--- src/rtl/tdm_chan_mux.sv ---
// N:1 time-division channel multiplexer with a single registered output stage.
// Fixed-select or round-robin arbitration, valid/ready on every port.
module tdm_chan_mux #(
   parameter int WIDTH = 10,
   parameter int NCH   = 4,
   parameter int SELW  = 2
) (
   input  logic                 clk,
   input  logic                 rst,
   input  logic [NCH*WIDTH-1:0] in_data,
   input  logic [NCH-1:0]       in_valid,
   output logic [NCH-1:0]       in_ready,
   input  logic                 mode,
   input  logic [SELW-1:0]      sel,
   output logic [WIDTH-1:0]     out_data,
   output logic [SELW-1:0]      out_ch,
   output logic                 out_valid,
   input  logic                 out_ready
);

   logic             out_valid_q, out_valid_d;
   logic [WIDTH-1:0] out_data_q, out_data_d;
   logic [SELW-1:0]  out_ch_q, out_ch_d;
   logic [SELW-1:0]  ptr_q, ptr_d;

   logic             load;
   logic             grant_vld;
   logic [SELW-1:0]  grant_idx;
   int               rr_idx;

   assign load = !out_valid_q || out_ready;

   always_comb begin
      grant_vld = 1'b0;
      grant_idx = '0;
      rr_idx    = 0;
      if (!mode) begin
         // Out-of-range sel matches no channel, so it can never grant.
         for (int i = 0; i < NCH; i++) begin
            if (int'(sel) == i && in_valid[i]) begin
               grant_vld = 1'b1;
               grant_idx = SELW'(i);
            end
         end
      end else begin
         for (int k = 0; k < NCH; k++) begin
            rr_idx = int'(ptr_q) + k;
            if (rr_idx >= NCH) rr_idx = rr_idx - NCH;
            for (int j = 0; j < NCH; j++) begin
               if (!grant_vld && j == rr_idx && in_valid[j]) begin
                  grant_vld = 1'b1;
                  grant_idx = SELW'(j);
               end
            end
         end
      end
   end

   always_comb begin
      in_ready = '0;
      for (int i = 0; i < NCH; i++) begin
         in_ready[i] = !rst && load && grant_vld && (grant_idx == SELW'(i));
      end
   end

   always_comb begin
      out_valid_d = out_valid_q;
      out_data_d  = out_data_q;
      out_ch_d    = out_ch_q;
      ptr_d       = ptr_q;
      if (load) begin
         out_valid_d = grant_vld;
         if (grant_vld) begin
            out_ch_d = grant_idx;
            for (int i = 0; i < NCH; i++) begin
               if (grant_idx == SELW'(i)) out_data_d = in_data[i*WIDTH +: WIDTH];
            end
            // Explicit wrap keeps non-power-of-two channel counts correct.
            if (mode) begin
               ptr_d = (int'(grant_idx) == NCH-1) ? '0 : grant_idx + 1'b1;
            end
         end
      end
   end

   always_ff @(posedge clk or posedge rst) begin
      if (rst) begin
         out_valid_q <= 1'b0;
         out_data_q  <= '0;
         out_ch_q    <= '0;
         ptr_q       <= '0;
      end else begin
         out_valid_q <= out_valid_d;
         out_data_q  <= out_data_d;
         out_ch_q    <= out_ch_d;
         ptr_q       <= ptr_d;
      end
   end

   assign out_valid = out_valid_q;
   assign out_data  = out_data_q;
   assign out_ch    = out_ch_q;

endmodule

--- config.mk ---
export PLATFORM = sky130hd
export DESIGN_NAME = tdm_chan_mux
export DESIGN_NICKNAME = d
export VERILOG_FILES = /design/src/rtl/tdm_chan_mux.sv
export SDC_FILE = /design/constraint.sdc
export NUM_CORES = 1
export LEC_CHECK = 0
export CAP_MARGIN = 0
export CORE_MARGIN = 10
export CORE_UTILIZATION = 40
export CTS_CLUSTER_SIZE = 28
export DETAILED_ROUTE_END_ITERATION = 8
export PLACE_DENSITY = 0.84
export SKIP_CTS_REPAIR_TIMING = 1
export SYNTH_ARGS = -nofsm -noshare
export SYNTH_HDL_FRONTEND = slang
export SYNTH_SLANG_ARGS = --single-unit
--- constraint.sdc ---
create_clock -name clk -period 8.08 [get_ports clk]
set_input_delay 1.616 -clock clk [delete_from_list [all_inputs] [get_ports clk]]
set_output_delay 1.616 -clock clk [all_outputs]
set_load 0.005 [all_outputs]
Yosys cells after proc, flatten, opt, wreduce, memory -nomap -nowiden
Index checks and enable logic that the tools add are counted.

Input bits: 50. Logic and storage cells: 172. Output and inout bits: 17. Register bits after elaboration: 15.

$add $sub $neg: 8. Reduce and logical (&&, ||, !) cells: 69. Mux-type cells: 68. Order comparisons: 4. Equal/unequal tests: 19.

Operator list (count): 3-bit by 32-bit equality test with 1-bit output, first input constant (8); 32-bit two-way mux (8); 2-bit by 32-bit equality test with 1-bit output, first input constant (4); 32-bit zero test (4); 1-bit logical AND (41); 10-bit two-way mux (4); 1-bit two-way mux (38); 2-bit two-way mux (18); 1-bit zero test (17); 3-bit by 3-bit subtractor with 4-bit output, second input constant (3); 3-bit >= comparator, second input constant (3); 2-bit equality test, second input constant (4); 2-bit by 2-bit adder with 3-bit output, second input constant (2); 2-bit by 1-bit equality test with 1-bit output, second input constant (3); 3-bit AND reduction (2); 2-bit zero test (2); 4-bit nonzero test (1); 2-bit by 3-bit subtractor with 4-bit output, second input constant (1); 2-bit by 1-bit adder with 3-bit output, second input constant (1); 2-bit by 3-bit >= comparator with 1-bit output, second input constant (1); 2-bit by 1-bit adder with 2-bit output, second input constant (1); 2-bit AND reduction (1); 1-bit logical OR (1).

Logic depth before layout (Yosys ltp)
Depth in word-level cells: 87. Mapped depth: 11. Depth with buffers taken out: 10.

Worst setup path before layout
OpenSTA, ideal clock, no wires.

Path kind: input to output. From: in in_valid[2]. To: out in_ready[3]. Buffers on the path: 1. Data arrival time: 3.198 ns. Setup slack: 3.266 ns. Cell stages on the path: 7. Data required time: 6.464 ns. Cell sequence: a22o_1 > a211oi_1 > a21oi_1 > inv_1 > ha_1 > clkbuf_1 > and3_2.

Longest elaborated chain between the ends: 70. Elaborated cells on any way between the ends: 91. Classes of those cells: eq/ne: 1; mux: 47; reduce/logical: 43.

Ends and longest elaborated chain: start, declared (RTL line 11) `input logic [NCH-1:0] in_valid,`; 1-bit logical AND (RTL line 50) `if (!grant_vld && j == rr_idx && in_valid[j]) begin`; 1-bit two-way mux (RTL line 50); 1-bit two-way mux (RTL line 37) `if (!mode) begin`; 1-bit zero test (RTL line 50); 1-bit logical AND (2 in series) (RTL line 50); 1-bit two-way mux (RTL line 50); 1-bit two-way mux (RTL line 37); 1-bit zero test (RTL line 50); [... 53 more ...]; 1-bit two-way mux (RTL line 37); 1-bit zero test (RTL line 50); 1-bit logical AND (2 in series) (RTL line 50); 2-bit two-way mux (RTL line 50); 2-bit two-way mux * (RTL line 37); named net grant_idx[0] (RTL line 28) `logic [SELW-1:0] grant_idx;`; 2-bit equality test * (RTL line 62) `in_ready[i] = !rst && load && grant_vld && (grant_idx == SELW'(i));`; 1-bit logical AND * (RTL line 62); end, declared (RTL line 12) `output logic [NCH-1:0] in_ready,`.

The timed path passes the listed nets; every way through them passes the cells marked *. The select of a mux whose other input is x is not followed.

Worst setup path in the final report
From: in in_valid[3]. To: out in_ready[3].

Longest elaborated chain between the ends: 65. Elaborated cells on any way between the ends: 83. Classes of those cells: eq/ne: 1; mux: 42; reduce/logical: 40.

Ends and longest elaborated chain (RTL line): 1-bit logical AND (50); 1-bit two-way mux (50); 1-bit two-way mux (37); 1-bit zero test (50); 1-bit logical AND (2 in series) (50); 1-bit two-way mux (50); 1-bit two-way mux (37); 1-bit zero test (50); [... 48 more ...]; 1-bit two-way mux (37); 1-bit zero test (50); 1-bit logical AND (2 in series) (50); 2-bit two-way mux (50); 2-bit two-way mux * (37); named net grant_idx[0] (28); 2-bit equality test * (62); 1-bit logical AND * (62).

Marked as above.

==> summary.md <==
| Metric | Value |
|---|---|
| Post-Syn Area per Cell | around 9.4 sq um |
| Max Buffers Root-to-Sink | 2 |
| Port Buf Inserts | 66 |
| Synthesized instance count | about 120 |
| I/O pins | 67 |
| Share of cells above drive strength 1 | around 13% |
| PD cells | roughly 190 nW/um^2 |
| Placed cell count | roughly 220 |
| Core Util, Final | approximately two thirds |
| Core outline area | between 2000 and 3000 sq um |
| Via Count | 1136 |
| TritonCTS buffer count | 3 |
| Die Width | between 70 and 80 um |
| Routed met3 length | 312 um |
| Crit path launch type | input pin |
| Starting density of the core | around 42% |
| Htree depth | 1 |
| WL/cell | 16.7 um |
| Area Growth Syn to Fin | 58.9% |
| Crit path cell chain | clkdlybuf4s50_1, inv_1, a22o_1, a211oi_1, a21oi_1, inv_1, ha_1, and3_2, clkdlybuf4s50_1 |
| Fmax | ~0.16 GHz |
| CP Data Required Time | 6460 ps |
| Synth Net Count | approximately 180 |
| Synth area leader | dfrtp_1 |
| Crit end category | output port |
| Die ar. | between 5000 and 6000 sq um |
| Iter 0 DRT Violations | just over 60 |
| Kind of critical path | input pin to output port |
| Largest net degree at the start of global routing | 27 |
| Final Hold Vio Count | 0 |
| Worst setup margin | between 1500 and 2000 ps |
| Met2 wire length | ~1800 um |
| Hold Path Depth | 1 |
| Clk Tree Root Cell | clkbuf_4 |
| Synth unique cells | 27 |
| Total grt overflow | 0 |
| RSZ-0062 raised after global routing | no |
| M1 WL | roughly 1400 um |
| Initial antenna violation count | 0 |
| Final Net Count | ~240 |
| Vias per inst | roughly 5.2 |
| Gp weighted congestion | approximately 0.83 |
| Max_slew headroom | between 30% and 40% |
| Fillers | around 250 |
| DRC Markers | 0 |
| Yosys top cell area share | 32.3% |
| CTS tree | built |
| Dpl hpwl | 3030 um |
| Site Rows | 19 |
| Vias in the first global route | 1227 |
| Slew Viols, Final | 0 |
| Hold crit path type | register to register |
| Clock Skew | roughly 2.6 ps |
| Post-Place Setup Slack | 1990 ps |
| Mapped cell area | between 1000 and 1500 sq um |
| Remaining antenna violation count after routing | 0 |
| Slew @ Worst Pin | around 990 ps |
| Fin cells | approximately 220 |
| DRT Wirelength | about 3600 um |
| Status | completed |
| DR pass1 iterations | 4 |
| Crit path max fanout | 11 |
| Top sig layer | met4 |
| Die H | 73.9 um |
| Biggest cell delay along the critical path | a little under 600 ps |
| CTS sink cnt | 15 |
| CP max-delay cell | ha_1 |
| First-pass GRT wire length | 5850 um |
| Clock Latency Late Sink | approximately 280 ps |
| GR Util All Layers | a little over an eighth |
| LEAKAGE | about 0.73 nW |
| R2R depth | 10 |
| Power Total | approximately 0.00035 W |
| # diodes | 0 |
| Part of the cycle the worst path needs | approximately three quarters |
| Seq/Total Area, Yosys | 32.3% |
| #FFs+latches synth | 15 |
| Final setup vio count | 0 |
| Crit path time final | a little over 6000 ps |
| VDD IR-drop max | ~140 uV |
| Setup tns final | 0 ps |
| Yosys warns | 0 |
| Area contributors post-synth | dfrtp_1, mux2i_1, a21oi_2 |
| Max_cap viols | 0 |
| Crit path DAT | between 4000 and 5000 ps |
| Clock-pin slew of the registers on the worst-case setup and hold paths | 90 ps |
==> layout make-up <==
cell class	instances	area (sq um)	area share (%)
repair buffers	66	661	35.8
inverters	6	22.5	1.22
flip-flops and latches	15	375	20.3
well taps	31	38.8	2.10
multi-input cells	97	722	39.1
clock buffers	4	26.3	1.42
==> state kept, by name (all words and copies together) (netlist names) <==
name and flops:
out_data 10, out_valid 1, out_ch 2, ptr_q 2
==> per-stage QoR <==
step	hold WS, ps	instance area, sq um
6_report	522	1850
3_5_place_dp	499	1820
5_1_grt	536	1850
2_1_floorplan	505	1160
3_3_place_gp	498	1820
4_1_cts	526	1850
==> kinds of logic after synthesis <==
kind of cell             after synthesis  share of synthesized area [%]
buffers and inverters                 12                           5.49
adder cells (fa/ha/maj)                4                           4.31
AND/OR/NAND/NOR                       36                           16.2
multiplexers                          26                           23.8
AO/OA/AOI/OAI                         31                           17.9
flip-flops                            15                           32.3
==> worst max-delay path, delay by kind of cell <==
kind	cells	cell delay (ps)
AO/OA/AOI/OAI	3	750
AND/OR/NAND/NOR	1	300
buffers and inverters	4	1250
adder cells (fa/ha/maj)	1	580
==> layout by cell type, fill, tap and decap left out, drive strengths merged, types with 2 or more instances in the layout <==
master,Yosys,routed
a21oi,14,14
and3,5,5
clkdlybuf4s50,0,66
nand2,12,12
dfrtp,15,15
ha,4,4
nand2b,2,2
o21ai,11,11
clkbuf,4,4
nor2,14,14
inv,6,6
mux2,3,3
mux2i,22,22
==> routing by layer <==
metal  GRT usage [%]  vias to the layer above
met5               0                        -
met1            14.9                      510
li1                -                      566
met2            22.2                       52
met4            4.97                        0
met3            5.11                        8
==> power by group <==
group          internal [W]  switching (W)
clock             0.0000191      0.0000246
combinational      0.000106      0.0000804
sequential         0.000100      0.0000162
total              0.000226       0.000121
==> worst paths after layout <==
check	from	endpoint	slack, ps
max	in_valid[3]	in_ready[3]	1980
min	out_ch[1]	out_ch[1]	520
max reg2reg	ptr_q[0]	out_data[8]	5420
min reg2reg	out_ch[1]	out_ch[1]	520
max in group asynchronous	rst	out_data[3]	5910
min in group asynchronous	rst	out_data[1]	1730
==> synth_stat cells (all sizes together) <==
master  count
dfrtp      15
a211oi      1
nand2b      2
nand2      12
and2b       1
o21bai      1
a22o        1
a21oi      14
inv         6
o21ai      11
buf         2
nor3b       1
nor2       14
mux2        3
mux4        1
and3        5
clkbuf      4
nor3        1
o221ai      1
o21a        1
ha          4
o32ai       1
mux2i      22
Power figures use the tool's default switching activity.
